`src/rtl/hyperram_txn_seq.sv`:
```
// HyperRAM transaction sequencer: accepts one request, sends the three CA words,
// waits out initial latency, runs the write or read data phase, then holds and recovers CS#.
module hyperram_txn_seq #(
  parameter int LATENCY_CLKS = 6,
  parameter int LEN_W        = 8,
  parameter int CS_HOLD_CLKS = 1,
  parameter int RECOVER_CLKS = 2,
  parameter int RD_TIMEOUT   = 16
) (
  input  logic             clk,
  input  logic             rst,
  input  logic             req_valid,
  output logic             req_ready,
  input  logic             req_write,
  input  logic             req_reg,
  input  logic [31:0]      req_addr,
  input  logic [LEN_W-1:0] req_len,
  input  logic [15:0]      wr_data,
  input  logic [1:0]       wr_mask,
  input  logic             wr_valid,
  output logic             wr_ready,
  input  logic [15:0]      rd_word_in,
  input  logic             rd_word_in_vld,
  input  logic             rwds_in,
  output logic [15:0]      rd_data,
  output logic             rd_valid,
  output logic [15:0]      ddr_dout,
  output logic             ddr_oe,
  output logic [1:0]       rwds_dout,
  output logic             rwds_oe,
  output logic             cs_n,
  output logic             ck_en,
  output logic             busy,
  output logic             done,
  output logic             err,
  output logic [2:0]       dbg_state
);

  localparam int CNT_W = LEN_W + 1;
  localparam int TMR_W = $clog2(RD_TIMEOUT + 1);

  // Handshakes: a transfer happens on a rising edge where valid && ready; valid
  // may not depend on ready, and the sequencer never waits on valid once in DATA.
  typedef enum logic [2:0] {
    S_IDLE = 3'd0,
    S_CA   = 3'd1,
    S_LAT  = 3'd2,
    S_DATA = 3'd3,
    S_HOLD = 3'd4,
    S_REC  = 3'd5
  } state_t;

  state_t             state, state_d;
  logic [CNT_W-1:0]   cnt, cnt_d;
  logic [TMR_W-1:0]   timer, timer_d;
  logic               err_q, err_d;
  logic               lat_dbl, lat_dbl_d;
  logic               wr_q, reg_q;
  logic [47:0]        ca_q;
  logic [CNT_W-1:0]   len_q;
  logic [CNT_W-1:0]   lat_last, data_last;
  logic               rd_capture;

  assign lat_last   = lat_dbl ? CNT_W'(2 * LATENCY_CLKS - 1) : CNT_W'(LATENCY_CLKS - 1);
  // Register writes carry exactly one word regardless of the requested length.
  assign data_last  = (wr_q && reg_q) ? '0 : len_q - CNT_W'(1);
  assign rd_capture = (state == S_DATA) && !wr_q && rd_word_in_vld;

  always_ff @(posedge clk or posedge rst) begin
    if (rst) begin
      state    <= S_IDLE;
      cnt      <= '0;
      timer    <= '0;
      err_q    <= 1'b0;
      lat_dbl  <= 1'b0;
      wr_q     <= 1'b0;
      reg_q    <= 1'b0;
      ca_q     <= '0;
      len_q    <= '0;
      rd_data  <= '0;
      rd_valid <= 1'b0;
    end else begin
      state    <= state_d;
      cnt      <= cnt_d;
      timer    <= timer_d;
      err_q    <= err_d;
      lat_dbl  <= lat_dbl_d;
      rd_valid <= rd_capture;
      if (rd_capture) rd_data <= rd_word_in;
      if (state == S_IDLE && req_valid) begin
        wr_q  <= req_write;
        reg_q <= req_reg;
        ca_q  <= {~req_write, req_reg, 1'b1, req_addr[31:3], 13'd0, req_addr[2:0]};
        len_q <= (req_len == '0) ? CNT_W'(1) : {1'b0, req_len};
      end
    end
  end

  always_comb begin
    state_d   = state;
    cnt_d     = cnt;
    timer_d   = timer;
    err_d     = err_q;
    lat_dbl_d = lat_dbl;
    case (state)
      S_IDLE: if (req_valid) begin
        state_d = S_CA;
        cnt_d   = '0;
        err_d   = 1'b0;
      end
      S_CA: begin
        if (cnt == CNT_W'(1)) lat_dbl_d = rwds_in;
        if (cnt == CNT_W'(2)) begin
          cnt_d   = '0;
          timer_d = '0;
          state_d = (wr_q && reg_q) ? S_DATA : S_LAT;
        end else begin
          cnt_d = cnt + CNT_W'(1);
        end
      end
      S_LAT: begin
        if (cnt == lat_last) begin
          cnt_d   = '0;
          timer_d = '0;
          state_d = S_DATA;
        end else begin
          cnt_d = cnt + CNT_W'(1);
        end
      end
      S_DATA: begin
        if (wr_q) begin
          if (!wr_valid) begin
            err_d   = 1'b1;
            cnt_d   = '0;
            state_d = S_HOLD;
          end else if (cnt == data_last) begin
            cnt_d   = '0;
            state_d = S_HOLD;
          end else begin
            cnt_d = cnt + CNT_W'(1);
          end
        end else if (rd_word_in_vld) begin
          timer_d = '0;
          if (cnt == data_last) begin
            cnt_d   = '0;
            state_d = S_HOLD;
          end else begin
            cnt_d = cnt + CNT_W'(1);
          end
        end else if (timer == TMR_W'(RD_TIMEOUT - 1)) begin
          err_d   = 1'b1;
          cnt_d   = '0;
          state_d = S_HOLD;
        end else begin
          timer_d = timer + TMR_W'(1);
        end
      end
      S_HOLD: begin
        if (cnt == CNT_W'(CS_HOLD_CLKS - 1)) begin
          cnt_d   = '0;
          state_d = S_REC;
        end else begin
          cnt_d = cnt + CNT_W'(1);
        end
      end
      S_REC: begin
        if (cnt == CNT_W'(RECOVER_CLKS - 1)) begin
          cnt_d   = '0;
          state_d = S_IDLE;
        end else begin
          cnt_d = cnt + CNT_W'(1);
        end
      end
      default: state_d = S_IDLE;
    endcase
  end

  always_comb begin
    ddr_dout  = '0;
    rwds_dout = '0;
    ddr_oe    = 1'b0;
    rwds_oe   = 1'b0;
    wr_ready  = 1'b0;
    if (state == S_CA) begin
      ddr_oe = 1'b1;
      case (cnt)
        CNT_W'(0): ddr_dout = ca_q[47:32];
        CNT_W'(1): ddr_dout = ca_q[31:16];
        default:   ddr_dout = ca_q[15:0];
      endcase
    end else if (state == S_DATA && wr_q) begin
      ddr_oe    = 1'b1;
      rwds_oe   = 1'b1;
      wr_ready  = 1'b1;
      ddr_dout  = wr_data;
      rwds_dout = wr_mask;
    end
  end

  // CS# and CK gating follow state directly, so ck_en can never be high with CS# high.
  assign req_ready = (state == S_IDLE);
  assign cs_n      = (state == S_IDLE) || (state == S_REC);
  assign ck_en     = (state == S_CA) || (state == S_LAT) || (state == S_DATA);
  assign busy      = (state != S_IDLE);
  assign done      = (state == S_REC) && (cnt == '0);
  assign err       = done && err_q;
  assign dbg_state = state;

endmodule
```
`config.mk`:
```
export PLATFORM = sky130hd
export DESIGN_NAME = hyperram_txn_seq
export DESIGN_NICKNAME = d
export VERILOG_FILES = /design/src/rtl/hyperram_txn_seq.sv
export SDC_FILE = /design/constraint.sdc
export NUM_CORES = 1
export LEC_CHECK = 0
export BUFFER_PORTS_ARGS = -buffer_cell sky130_fd_sc_hd__buf_2
export CAP_MARGIN = 20
export CORE_MARGIN = 5
export CORE_UTILIZATION = 40
export DETAILED_ROUTE_END_ITERATION = 10
export SYNTH_ARGS = -nofsm -noshare
export SYNTH_HDL_FRONTEND = slang
export SYNTH_SLANG_ARGS = --single-unit
```
`constraint.sdc`:
```
create_clock -name clk -period 3.7 [get_ports clk]
set_input_delay 0.74 -clock clk [delete_from_list [all_inputs] [get_ports clk]]
set_output_delay 0.74 -clock clk [all_outputs]
set_load 0.005 [all_outputs]
```
Yosys cells after proc, flatten, opt, wreduce, memory -nomap -nowiden:

Index checks and enable logic that the tools add are counted.

* flip-flop bits (word level): 82
* bits in latches: 0
* RAM bits: 0
* memory bits (read-only): 0
* input port bits: 82
* output and inout port bits: 47
* memories kept: 0

* add/subtract/negate cells: 3
* multipliers: 0
* divide/modulo/power cells: 0
* $lt $le $gt $ge: 0
* eq/ne operators: 21
* shift-type cells: 0
* mux-type cells: 46
* bitwise logic cells: 1
* reductions and logical operators: 23

Operator list (number)
* two-way mux 9 bit: 11
* case mux 9 bit (6 select lines): 1
* two-way mux 16 bit: 2
* case mux 16 bit (2 select lines): 1
* two-way mux 3 bit: 10
* two-way mux 5 bit: 5
* case mux 3 bit (6 select lines): 1
* case mux 5 bit (3 select lines): 1
* != test 2 bit (second input constant): 6
* AND reduction 5 bit: 2
* adder 9 x 1 -> 9 bit (second input constant): 1
* equality test 9 x 1 -> 1 bit (second input constant): 1
* equality test 9 x 2 -> 1 bit (second input constant): 1
* equality test 9 x 4 -> 1 bit: 1
* equality test 9 bit: 1
* zero test 9 bit: 1
* two-way mux 1 bit: 9
* != test 3 bit (second input constant): 3
* subtractor 9 x 1 -> 9 bit (second input constant): 1
* zero test 8 bit: 1
* two-way mux 8 bit: 1
* logical AND 1 bit: 7
* equality test 3 x 2 -> 1 bit (second input constant): 2
* equality test 3 bit (second input constant): 2
* other kinds (18): 22

Depth between registers and ports, before layout:

* depth after elaboration: 7
* mapped depth: 10
* mapped depth without buffers: 9

Least setup slack after synthesis:

Ideal clock, no wire load.

* kind: register -> output
* start point: register cnt[4]
* end point: output ddr_dout[10]
* arrival time: 1977 ps
* required time: 2960 ps
* slack: 983 ps
* cell stages (with the launch flop): 9
* buffers on the path: 3
* cell sequence: dfrtp_1 -> buf_2 -> or4_1 -> nor2_2 -> and3_1 -> clkbuf_1 -> buf_2 -> a222oi_1 -> inv_1

* word-level cells in the longest chain between the ends: 3

Ends and longest elaborated chain
* start, declared: RTL line 54 `logic [CNT_W-1:0] cnt, cnt_d;`
* start signal, assigned: RTL line 84 `cnt <= cnt_d;`
* equality test 9 x 1 -> 1 bit / zero test 9 bit (equally long branches): RTL line 186 `case (cnt)`
* case mux 16 bit (2 select lines) (*): RTL line 186
* two-way mux 16 bit (*): RTL line 184 `if (state == S_CA) begin`
* end, declared: RTL line 27 `output logic [15:0] ddr_dout,`

Every way passes the cells marked *; elsewhere a longest branch is shown, timed or not.

Worst setup path after layout:

* start point: register cnt[5]
* end point: output ddr_dout[14]

The elaborated chain is that of the path after synthesis.

==> impl_metrics.env <==
export IMPL_synth_most_common_cell="sky130_fd_sc_hd__dfrtp_1"
export IMPL_report_final_setup_viol=0
export IMPL_average_wire_per_cell_in_the_routed_design_um=17.2
export IMPL_synth_compound_gate_area_share_pct=13.6
export IMPL_fp_dieArea_um2=13300
export IMPL_setup_worst_path_start_class="flop"
export IMPL_cts_sinks=80
export IMPL_cts_tree="done"
export IMPL_synth_xor_area_share_pct=2.17
export IMPL_run_status="finished, final reports clean"
export IMPL_drt_total_wl_mm=11.6
export IMPL_clk_root_buffer_cell="sky130_fd_sc_hd__clkbuf_8"
export IMPL_post_synth_mux_area_share_pct=16.1
export IMPL_final_max_slew_viol_count=0
export IMPL_route_detailed_vias_per_inst=5.46
export IMPL_synth_avg_cell_area_um2=10.9
export IMPL_hold_buffers=0
export IMPL_yosysTopAreaCell="sky130_fd_sc_hd__dfrtp_1"
export IMPL_ir_drop_uv=383
export IMPL_place_hpwl_mm=8.62
export IMPL_synthesis_area_um2=4430
export IMPL_asyncSetResetFlopFracSynth_pct=100
export IMPL_synth_ff_type="sky130_fd_sc_hd__dfrtp_1"
export IMPL_grt_setup_unrepaired="false"
export IMPL_crit_path_max_fanout=13
export IMPL_clock_skew_final_ns=0.00602
export IMPL_grt_start_max_net_pins=45
export IMPL_insertion_delay_ns=0.36
export IMPL_timing_setup_critical_path_class="flop to primary output"
export IMPL_clock_transition_at_the_registers_of_the_reported_paths_ns=0.09
export IMPL_routabilityCongestion=0.843
export IMPL_seq_area_frac_synth_pct=45.2
export IMPL_combinational_family_with_the_most_area_after_synthesis="simple AND/OR/NAND/NOR gates"
export IMPL_syn_to_final_growth_pct=21.8
export IMPL_timing_setup_tns_ns=0
export IMPL_globalRouteTotalUtil_pct=18.3
export IMPL_number_of_enable_flip_flop_cells_after_synthesis=0
export IMPL_reg2reg_depth=9
export IMPL_synthAdderAreaFrac_pct=1.98
export IMPL_drt_first_iter_violations=167
export IMPL_drt_pre_antenna_iters=6
export IMPL_worst_hold_margin_ns=0.476
export IMPL_die_width_um=115
export IMPL_fmaxAchievable_mhz=295
export IMPL_finalNetCount=620
export IMPL_endpoint_required_time_on_the_critical_path_ns=2.96
export IMPL_initial_antenna_violation_count=1
export IMPL_synthDominantCellAreaShare_pct=45.2
export IMPL_arrival_ns=2.64
export IMPL_critical_path_endpoint_type="primary output"
export IMPL_final_min_period_over_clock_period_pct=91.5
export IMPL_layout_min_cycle_time_ns=3.38
export IMPL_die_height_um=115
export IMPL_numCtsBuffers=9
export IMPL_syn_nets=497
export IMPL_slew_headroom_pct=43.4
export IMPL_grt_pass1_vias=3804
export IMPL_cts_resized_gates=0
export IMPL_finalHoldViolations=0
export IMPL_io_pin_count=129
export IMPL_cap_violations=0
export IMPL_insertedDiodeCount=0
export IMPL_route_detailed_drc=0
export IMPL_synth_top_cells_by_area="sky130_fd_sc_hd__dfrtp_1 (45%), sky130_fd_sc_hd__mux2_2 (15%), sky130_fd_sc_hd__a222oi_1 (3.2%)"
export IMPL_numPortBuffers=128
export IMPL_most_common_library_cells_after_synthesis="sky130_fd_sc_hd__dfrtp_1 (80), sky130_fd_sc_hd__mux2_2 (59), sky130_fd_sc_hd__inv_1 (24)"
export IMPL_grt_pass1_wl_mm=19.2
export IMPL_drive_above_1_share_pct=42.9
export IMPL_total_via_count_after_detailed_routing=3688
export IMPL_post_synthesis_simple_gate_area_fraction_pct=16.2
export IMPL_synth_warning_count=0
export IMPL_row_count=38
export IMPL_cts_htree_levels=3
export IMPL_placed_area_um2=5200
export IMPL_worst_pin_slew_ns=0.842
export IMPL_cts_max_path_buffers=2
export IMPL_postSynthRegisterBits=80
export IMPL_post_synth_num_cell_types=64
export IMPL_postRouteAntennaNets=0
export IMPL_initial_utilization_pct=40.9
export IMPL_power_density_nw_per_um2=809
export IMPL_gr_total_overflow=0
export IMPL_fin_area_um2=5400
export IMPL_fp_coreArea_um2=10800
export IMPL_holdCritPathClass="primary input to asynchronous set/reset pin"
export IMPL_synthCells=408
export IMPL_post_cts_setup_buffers=0
export IMPL_static_leakage_power_uw=0.00257
cells by family after synthesis:
family / count (synthesis)
adders and majority gates: 7
muxes: 64
buffers and inverters: 50
DFF: 80
AOI/OAI and AO/OA: 74
xor gates and xnor gates: 11
and+or+nand+nor: 122
layout make-up:
cell class	count	area (µm²)
clock buffer	9	124
clock inverter	7	72.6
fill	1040	5440
inverter	24	91.3
multi-input combinational	278	2220
sequential	80	2000
tap	140	175
timing repair buffer	138	716
per-stage QoR:
step                cells  worst slack [ns]  utilization, %  power (µW)
floorplan             408             0.908               -        3050
global placement      660             0.700            48.0        3690
detailed placement    660             0.640            48.0        3730
CTS                   676             0.207            49.8        4400
global route          676            0.0961            49.8        4700
finish                676             0.316            49.8        4370
placed cells by master (no fill, tap or decap), types with 3 or more instances in the layout:
cell,synthesis,layout
sky130_fd_sc_hd__nand2b_1,4,4
sky130_fd_sc_hd__mux2_2,59,59
sky130_fd_sc_hd__xnor2_1,6,6
sky130_fd_sc_hd__or2_2,3,3
sky130_fd_sc_hd__xor2_1,5,5
sky130_fd_sc_hd__o21ai_0,9,9
sky130_fd_sc_hd__ha_1,7,7
sky130_fd_sc_hd__a222oi_1,14,14
sky130_fd_sc_hd__nand2_1,23,23
sky130_fd_sc_hd__nand4_1,3,3
sky130_fd_sc_hd__nand3_1,7,7
sky130_fd_sc_hd__nor3b_1,4,4
sky130_fd_sc_hd__nor4_1,4,4
sky130_fd_sc_hd__o211ai_1,5,5
sky130_fd_sc_hd__dfrtp_1,80,80
sky130_fd_sc_hd__mux2i_1,5,5
sky130_fd_sc_hd__clkbuf_8,0,9
sky130_fd_sc_hd__clkinv_2,0,3
sky130_fd_sc_hd__a22o_1,10,10
sky130_fd_sc_hd__nor3_1,7,7
sky130_fd_sc_hd__nor2b_1,6,6
sky130_fd_sc_hd__or4_1,8,8
sky130_fd_sc_hd__a21oi_1,8,8
sky130_fd_sc_hd__buf_2,5,128
sky130_fd_sc_hd__o31ai_1,4,4
sky130_fd_sc_hd__nor2_1,20,20
sky130_fd_sc_hd__and3_1,6,5
sky130_fd_sc_hd__inv_1,24,23
sky130_fd_sc_hd__or4_4,3,3
sky130_fd_sc_hd__buf_4,1,10
sky130_fd_sc_hd__or3_1,5,5
sky130_fd_sc_hd__and2_1,4,3
sky130_fd_sc_hd__a31oi_1,3,3
critical path, cell delays in order (launching register included):
cell	delay, ns
sky130_fd_sc_hd__dfrtp_1	0.50
sky130_fd_sc_hd__or4_1	0.57
sky130_fd_sc_hd__nor2_2	0.33
sky130_fd_sc_hd__and3_1	0.53
sky130_fd_sc_hd__a222oi_1	0.13
sky130_fd_sc_hd__inv_1	0.10
sky130_fd_sc_hd__buf_2	0.11
worst paths after layout:
path | from | endpoint | slack [ns]
min in group clk | timer[4] | timer[4] | 0.49
setup reg to reg | len_q[0] | dbg_state[2] | 0.88
max in group asynchronous | rst | len_q[0] | 2.47
hold reg to reg | timer[4] | timer[4] | 0.49
hold / removal | rst | ca_q[35] | 0.48
setup / recovery | cnt[5] | ddr_dout[14] | 0.32
metal layers:
| layer | track usage [%] | routed length, µm | part of all wire [%] |
|---|---|---|---|
| met1 | 23.1 | 4980 | 43 |
| met5 | 0 | 7 | 0.060 |
| met3 | 5.42 | 711 | 6.1 |
| met4 | 6.26 | 161 | 1.4 |
| met2 | 29.8 | 5730 | 49 |
registers in the layout, indices dropped and copies added, names as in the netlist:
name and cells:
wr_q 1, cnt 9, rd_data 16, len_q 8, lat_dbl 1, ca_q 35
dbg_state 3, err_q 1, timer 5, rd_valid 1
where the power goes:
group / leakage, µW / switching [µW] / internal (µW)
Clock: 0.0000952 / 342 / 311
Sequential: 0.000975 / 371 / 1260
Combinational: 0.00150 / 1010 / 1070
Total: 0.00257 / 1730 / 2640
Power figures use the tool's default switching activity.
